--- src/rtl/p2s_pkg.sv ---
// p2s_pkg: shared constants, FSM states and bit-reversal helper for p_to_s.
package p2s_pkg;
  localparam int WIDTH_DEF = 10;
  localparam int N_DEF = 64;
  typedef enum logic {IDLE, SHIFT} state_t;
  function automatic logic [31:0] bit_reverse(input logic [31:0] v, input int w);
    logic [31:0] r;
    r = '0;
    for (int i = 0; i < w; i++) r[i] = v[w-1-i];
    return r;
  endfunction
endpackage

--- src/rtl/p2s_index_gen.sv ---
// p2s_index_gen: frame word counter with wrap flag; bit-reversed index when P2S_BIT_REVERSE_EN.
module p2s_index_gen
  import p2s_pkg::*;
#(
  parameter int N = N_DEF
) (
  input  logic                 clk,
  input  logic                 clr,
  input  logic                 en,
  output logic [$clog2(N)-1:0] cnt,
  output logic [$clog2(N)-1:0] idx,
  output logic                 wrap
);
  localparam int CNT_W = $clog2(N);
  always_ff @(posedge clk) cnt <= clr ? '0 : en ? cnt + CNT_W'(1) : cnt;
`ifdef P2S_BIT_REVERSE_EN
  assign idx = CNT_W'(bit_reverse(32'(cnt), CNT_W));
`else
  assign idx = cnt;
`endif
  assign wrap = cnt == CNT_W'(N - 1);
endmodule

--- src/rtl/p_to_s.sv ---
// p_to_s: double-buffered parallel-to-serial frame converter with sof/eof framing.
// P2S_BIT_REVERSE_EN selects bit-reversed word order within each frame.
module p_to_s
  import p2s_pkg::*;
#(
  parameter int WIDTH = WIDTH_DEF,
  parameter int N = N_DEF
) (
  input  logic               clk,
  input  logic               reset,
  input  logic [N*WIDTH-1:0] i_data,
  input  logic               i_load,
  output logic               o_ready,
  output logic [WIDTH-1:0]   Y,
  output logic               o_valid,
  output logic               o_sof,
  output logic               o_eof,
  output logic               o_overflow
);
  localparam int CNT_W = $clog2(N);
  state_t state, state_nxt;
  logic [N*WIDTH-1:0] active, pending;
  logic pending_full, load_ok, shift, wrap, sof_nxt, eof_nxt;
  logic [CNT_W-1:0] cnt, idx;
  logic [WIDTH-1:0] y_nxt;
  assign o_ready = !pending_full;
  assign load_ok = i_load && o_ready;
  assign shift = state == SHIFT;
  p2s_index_gen #(.N(N)) u_idx (
    .clk (clk),
    .clr (!reset || !shift),
    .en  (shift),
    .cnt (cnt),
    .idx (idx),
    .wrap(wrap)
  );
  always_ff @(posedge clk) state <= !reset ? IDLE : state_nxt;
  always_comb state_nxt = shift ? ((wrap && !pending_full && !load_ok) ? IDLE : SHIFT)
                                : (load_ok ? SHIFT : IDLE);
  always_comb begin
    y_nxt = shift ? active[idx*WIDTH +: WIDTH] : '0;
    sof_nxt = shift && cnt == '0;
    eof_nxt = shift && wrap;
  end
  // A load landing on the last word (or in IDLE) bypasses pending straight into active.
  always_ff @(posedge clk) begin
    if (!reset) begin
      pending_full <= 1'b0;
      o_overflow <= 1'b0;
      Y <= '0;
      o_valid <= 1'b0;
      o_sof <= 1'b0;
      o_eof <= 1'b0;
    end else begin
      Y <= y_nxt;
      o_valid <= shift;
      o_sof <= sof_nxt;
      o_eof <= eof_nxt;
      if (i_load && pending_full) o_overflow <= 1'b1;
      if (load_ok && (!shift || wrap)) active <= i_data;
      else if (shift && wrap && pending_full) begin
        active <= pending;
        pending_full <= 1'b0;
      end
      if (load_ok && shift && !wrap) begin
        pending <= i_data;
        pending_full <= 1'b1;
      end
    end
  end
endmodule
--- config.mk ---
export PLATFORM = sky130hd
export DESIGN_NAME = p_to_s
export DESIGN_NICKNAME = d
export VERILOG_FILES = /design/src/rtl/p2s_pkg.sv /design/src/rtl/p2s_index_gen.sv /design/src/rtl/p_to_s.sv
export SDC_FILE = /design/constraint.sdc
export NUM_CORES = 1
export LEC_CHECK = 0
export CAP_MARGIN = 20
export CORE_ASPECT_RATIO = 1.5
export CORE_MARGIN = 1.5
export CORE_UTILIZATION = 50
export DETAILED_ROUTE_END_ITERATION = 10
export PLACE_DENSITY = 0.73
export SYNTH_ARGS = -nofsm -noshare
export SYNTH_HDL_FRONTEND = slang
export SYNTH_SLANG_ARGS = --single-unit
--- constraint.sdc ---
create_clock -name clk -period 54.8 [get_ports clk]
set_clock_uncertainty 0.15 [all_clocks]
set_input_delay 5.48 -clock clk [delete_from_list [all_inputs] [get_ports clk]]
set_output_delay 5.48 -clock clk [all_outputs]
set_load 0.01 [all_outputs]
# Yosys cells after proc, flatten, opt, wreduce, memory -nomap -nowiden
# Index checks and enable logic that the tools add are counted.
# totals
register_bits	1302
in_bits	643
output_inout_bits	15
word_cells	47
# classes
addsub	1
n_mul	1
n_eq_ne	2
shift	1
n_mux	8
n_reduce_logical	24
# op_table
cell	count
640-bit 2-to-1 mux	2
640-bit by 11-bit indexed part select with 10-bit output	1
1-bit logical AND	10
6-bit by 3-bit multiplier with 9-bit output, second input constant	1
2-bit AND reduction	4
6-bit by 1-bit adder with 6-bit output, second input constant	1
6-bit equality test, second input constant	1
6-bit logical NOT	1
1-bit 2-to-1 mux	6
1-bit logical NOT	5
2-bit nonzero test	2
1-bit logical OR	2
2-bit by 1-bit != test with 1-bit output, second input constant	1

# Longest topological paths before layout
# depth
word_depth	6
depth_mapped	9

# Hierarchy
# From an unflattened synthesis, not the netlist that was laid out.
# hier_totals
hier_cells	2479
hier_area_um2	52018.6
# modules_own_cells
module	n_inst	cells_per_inst	area_each_um2	seq_area_each_um2
p_to_s	1	2446	51722.1	38757.2
p2s_index_gen	1	33	296.5	120.1

# Least setup slack after synthesis
# Ideal clock, no wire load.
# synth_path
path_kind	input-to-reg
from	in reset
to	reg pending[0] (enable)
arrival_ns	51.908
required_time_ns	52.088
setup_slack_ns	0.180
path_stages	3
n_path_buf	1
cell_sequence	nand2_1 > clkbuf_1 > nor3b_1
# synth_between
elab_chain_cells	1
# synth_lines
item	line	rtl
start, declared	p_to_s.sv:10	input logic reset,
2-bit AND reduction (no source line)	n/a	
end signal, assigned	p_to_s.sv:66	pending <= i_data;
end, declared	p_to_s.sv:22	logic [N*WIDTH-1:0] active, pending;
# No other way between the ends.
# A chain may end at the register's enable or synchronous reset.

# Worst setup path after layout
# layout_path
from	in i_load
to	reg active[112] (enable)
# layout_between
elab_chain_cells	4
# layout_lines
item	line	rtl
start, declared	p_to_s.sv:12	input logic i_load,
1-bit logical AND	p_to_s.sv:27	assign load_ok = i_load && o_ready;
1-bit logical AND	p_to_s.sv:60	if (load_ok && (!shift || wrap)) active <= i_data;
2-bit nonzero test (no source line)	n/a	
2-bit AND reduction (no source line)	n/a	
end signal, assigned	p_to_s.sv:60	
end signal, assigned	p_to_s.sv:62	active <= pending;
end, declared	p_to_s.sv:22	
# No other way between the ends.

==> flow_summary.yaml <==
layout:
  layoutNonFillerInstCount: 4664
  nets: 3763
  area_delta_synth_final_pct: 22.6
  fin_area_um2: 64100
  drive_gt1_share_pct: 32.3
critical_path:
  reg2reg_setup_slack_ns: 48.38
  startpoint_type: "input port"
  worstPathArrival_ns: 10.20
  worstSetupPathType: "in -> reg"
  end_kind: "register"
  reg2regPathDepth: 6
  worst-path-max-fanout: 181
  timing.rr.start: "u_idx.cnt[3]"
  crit_required_ns: 54.99
  r2r-end: "active[112]"
hold_path:
  hp-class: "reg -> reg"
  hp-start: "o_overflow"
  holdPathStages: 2
  min_to: "o_overflow"
cts:
  h-tree-depth: 3
  postCtsSetupRepairBufs: 0
  hold_buffers: 0
  root_buffer: "clkbuf_16"
  cts.sinks: 1302
  post_cts_resized: 0
  clk_path_buf_depth: 3
  cts_tree: "yes"
  clock_latency_ns: 0.74
  clk_pin_slew_ns: 0.06
  cts_buffers: 119
floorplanning:
  dieArea_um2: 107000
  boundaryPins: 658
  rows: 145
  dieHeight_um: 399
  initial_core_util_pct: 50.3
  core_area_um2: 104000
  die_x_um: 267
drt:
  post_drt_wl_per_cell_um: 28.3
  ant_nets: 0
  drt_iter0_drc: 2123
  firstDrtPassIters: 7
  viasPerCell: 5.61
  drc: 0
  routed_wirelength_um: 132000
  vias: 26200
placement:
  place_area_um2: 59900
  dp_cells: 4391
  gp_congestion: 0.833
  dp_hpwl_um: 90400
  pre_cts_ws_ns: 44.04
  io_buffer_count: 657
synthesis:
  synthMuxAreaShare_pct: 21.8
  syn_area_per_cell_um2: 21.5
  synth_ff_type: "edfxtp_1"
  syn_area_um2: 52300
  synth_edf_count: 1280
  yosys.area_share.simple_pct: 0.754
  synthXorXnorAreaFrac_pct: 0.0670
  synth_adder_area_share_pct: 0.0479
  synth_cells: 2435
  synth_compound_area_share_pct: 0.898
  synth_top_family_by_area: "multiplexers"
  yosys_warnings: 0
  synth-async-reset-ratio_pct: 0
  synth.distinct_cells: 48
  synth_nets: 3080
  yosysSeqAreaShare_pct: 74.4
  synth-seq-cells: 1302
grt:
  grt_antenna_before_repair: 73
  grt_usage_pct: 24.6
  grt_overflow: 0
  grt_pass1_wl_um: 189000
  grt_pass1_vias: 28200
  grt_max_degree: 187
pwr:
  power_mw: 2.19
  leakage_nw: 20.3
  power_density_nw_per_um2: 34.2
  peakVddDrop_mv: 0.0308
status:
  outcome: "finished clean"
sta:
  setup_tns_ns: 0
  hold_violations: 0
  worstMarginPinSlew_ns: 1.37
  slew_headroom_pct: 8.94
  layout_min_cycle_time_ns: 10.01
  layout_setup_ws_ns: 44.79
  finalSetupViolations: 0
  fmax_ghz: 0.0999
  period_share_pct: 18.3
  grt_setup_unrepaired: "false"
  slew_violations: 0
job:
  max_cap_viol_count: 0
## cell type report
type                    instances  area [µm²]
clock inverters                84         908
clock buffers                 139        3070
diodes                         48         120
repair buffers                691        6940
well taps                    1396        1750
multi-input cells             999       12400
flip-flops and latches       1302       38900
inverters                       5        18.8
fillers                      7275       39900
## power by group
part / switching, mW / total, mW / leakage, nW / internal (mW)
clock: 0.376 / 0.859 / 1.94 / 0.483
sequential: 0.00982 / 1.15 / 11.9 / 1.14
combinational: 0.0809 / 0.181 / 6.49 / 0.0996
## metal layers
layer	share of wire, %	global-route usage [%]
met5	0.26	0
met3	8.1	7.10
met4	3.9	11.6
met1	35	27.9
met2	53	42.9
## registers in the layout, summed over array words and instances (netlist names)
register,cells
o_eof,1
shift,1
active,640
u_idx.cnt,6
pending,640
o_sof,1
o_valid,1
pending_full,1
Y,10
o_overflow,1
## Yosys cell counts, types with 10 or more instances
| master | count | share of area [%] |
|---|---|---|
| a22oi_1 | 14 | 0.20 |
| buf_2 | 35 | 0.34 |
| buf_4 | 10 | 0.14 |
| buf_6 | 63 | 1.4 |
| clkbuf_1 | 13 | 0.093 |
| dfxtp_1 | 22 | 0.84 |
| edfxtp_1 | 1280 | 74 |
| mux2_2 | 644 | 14 |
| mux2i_1 | 33 | 0.63 |
| mux4_2 | 170 | 7.3 |
| nand2_1 | 21 | 0.15 |
| nor2_1 | 18 | 0.13 |
| nor2b_1 | 10 | 0.12 |
## how the worst max path moves through the flow
stage	from	to	slack, ns
2_1_floorplan	reset	pending[0]	0.18
3_3_place_gp	i_load	active[124]	44.16
3_5_place_dp	i_load	active[61]	44.04
4_1_cts	i_load	active[82]	44.82
5_1_grt	i_load	active[124]	44.45
6_report	i_load	active[112]	44.79
## logic make-up (layout without fill, tap and decap cells)
family	after synthesis	count (layout)
flip-flops	1302	1302
buffers and inverters	134	919
other	0	48
XOR/XNOR	4	4
AO/OA/AOI/OAI	66	66
multiplexers	847	847
adder cells (fa/ha/maj)	2	2
AND/OR/NAND/NOR	80	80
## critical path: stages
cell	delay (ns)
clkdlybuf4s50_1	0.58
nand2_1	0.19
o21ai_0	0.15
nand2_1	0.13
a21oi_4	0.81
buf_12	0.76
buf_4	0.84
buf_4	0.91
## through the flow
step,util (%),hold slack [ns]
after global placement,57.6,0.350
after global routing,61.6,0.402
after floorplan,-,0.362
final,61.6,0.378
after detailed placement,57.6,0.373
after CTS,61.5,0.384
## cell usage in the layout (no fill, tap or decap), drive strengths merged, types with 3 or more instances in the layout
cell type / count
nand3: 7
a22oi: 14
mux4: 170
nand2: 21
bufinv: 17
clkdlybuf4s50: 657
clkinv: 53
a211oi: 5
edfxtp: 1280
nor3: 7
a31o: 3
xor2: 3
a31oi: 7
nand2b: 5
dfxtp: 22
mux2i: 33
a21oi: 9
mux2: 644
o22ai: 5
a2111oi: 4
nor3b: 3
inv: 11
nor2: 18
o21ai: 7
clkbuf: 139
diode: 48
nor2b: 10
buf: 34
clkinvlp: 8
No activity file was read; power rests on OpenSTA's default activity.
==> RTL edit: new RTL, same settings <==
The option `P2S_BIT_REVERSE_EN` is turned on by a define.
--- a/src/rtl/p2s_index_gen.sv
+++ b/src/rtl/p2s_index_gen.sv
@@ -1,2 +1,4 @@
 // p2s_index_gen: frame word counter with wrap flag; bit-reversed index when P2S_BIT_REVERSE_EN.
+`define P2S_BIT_REVERSE_EN
+
 module p2s_index_gen
Check against the original RTL: not settled (the Yosys comparison gave no result); the edit may change what the design does.
==> RTL edit against the original RTL <==
  * Sequential share of layout area increased by 0.45 points
  * Setup slack improved by 0.28 ns
  * Sequential cell count unchanged
  * Synthesized area decreased by 0.46%
  * Critical path depth unchanged
  * First-iteration DRC count increased by 21%
  * Via count increased by 1.1%
  * Final area decreased by 0.75%
  * Wire length decreased by 1.3%
  * Highest routed layer unchanged
  * Total power decreased by 3.9%
==> RTL edit: results <==
critical_path:
  critPathTopFamily: "buffers and inverters"
  cp_max_fo: 78
  arrival_ns: 9.92
  cp_slowest_cell: "buf_4"
  r2r_cells: 7
power:
  ir_drop_mv: 0.0253
  leakage_nw: 20.2
  p_clk_share_pct: 37.6
  power_frac_seq_pct: 54.7
  power_clock_w: 0.000791
  p_int_w: 0.00166
clock_network:
  cts_htree_levels: 3
  cts_buffer_depth: 3
  cts_made_buffers: 115
  clockRootBuffer: "clkbuf_16"
  post_cts_buffers: 0
  clock_latency_ns: 0.73
run_status:
  status: "finished clean"
global_routing:
  first_global_vias: 28200
  grt_start_max_net_pins: 199
  met2_usage_pct: 40.9
  grtUsageMet1_pct: 30.8
  grt_use_total_pct: 24.5
  grt_use_met3_pct: 4.96
  antenna_found_initial: 42
  grt_pass1_wl_mm: 188
detailed_routing:
  wire_per_inst_um: 28.0
  vias: 26500
  wl_met1_mm: 49.5
  dr.pass1.iters: 6
  drt_iter0_markers: 2564
  top_layer: "met5"
  met2_length_mm: 67.1
  met3_length_mm: 9.04
logic_synthesis:
  synth_compound_gate_area_share_pct: 1.67
  synth_cell_types: 52
  yosysSeqAreaShare_pct: 74.7
  synthAdderAreaFrac_pct: 0.0481
  synth_edf_count: 1280
  yosys_warnings: 0
  synth_xor_area_share_pct: 0.0673
  synth_nets: 3115
  synthMuxAreaShare_pct: 20.9
  synth_common_cells: "edfxtp_1 (1280), mux2_2 (653), mux4_2 (135)"
  yosys-top-cells-area: "edfxtp_1 (74%), mux2_2 (14%), mux4_2 (5.8%), dfxtp_1 (0.85%), buf_4 (0.84%)"
placement:
  gp_congestion: 0.838
  dp.final_hpwl_mm: 88.1
sta:
  worst_slew_margin_rel_pct: 13.6
cells_and_area:
  nNetsFinal: 3796
  reg_top3: "active: 640 flops, pending: 640 flops, Y: 10 flops"
  drive_gt1_share_pct: 31.1
min_path:
  hold_class: "reg2reg"
  min_path_cells: 2
[RTL edit: metrics by stage]
step,instances,area (µm²),setup slack [ns],util (%)
3_3_place_gp,4418,59800,44.39,58.1
2_1_floorplan,2470,52000,3.47,-
4_1_cts,4627,63400,45.04,61.6
5_1_grt,4654,63600,44.72,61.8
3_5_place_dp,4418,59800,44.27,58.1
6_report,4662,63600,45.07,61.8
[RTL edit: cell type report]
cell class                      instances  area, µm²
Antenna cell                           32       80.1
Clock buffer                          140       3040
Clock inverter                         69        587
Fill cell                            7124      39300
Inverter                                5       18.8
Multi-Input combinational cell       1035      12300
Sequential cell                      1302      38900
Tap cell                             1387       1740
Timing Repair Buffer                  692       6960
[RTL edit: final timing paths]
| path | from | end | slack, ns |
|---|---|---|---|
| worst max-delay path | i_load | active[114] | 45.07 |
| worst min-delay path | o_overflow | o_overflow | 0.38 |
| worst max register to register | u_idx.cnt[5] | active[114] | 48.96 |
| worst min register to register | o_overflow | o_overflow | 0.38 |
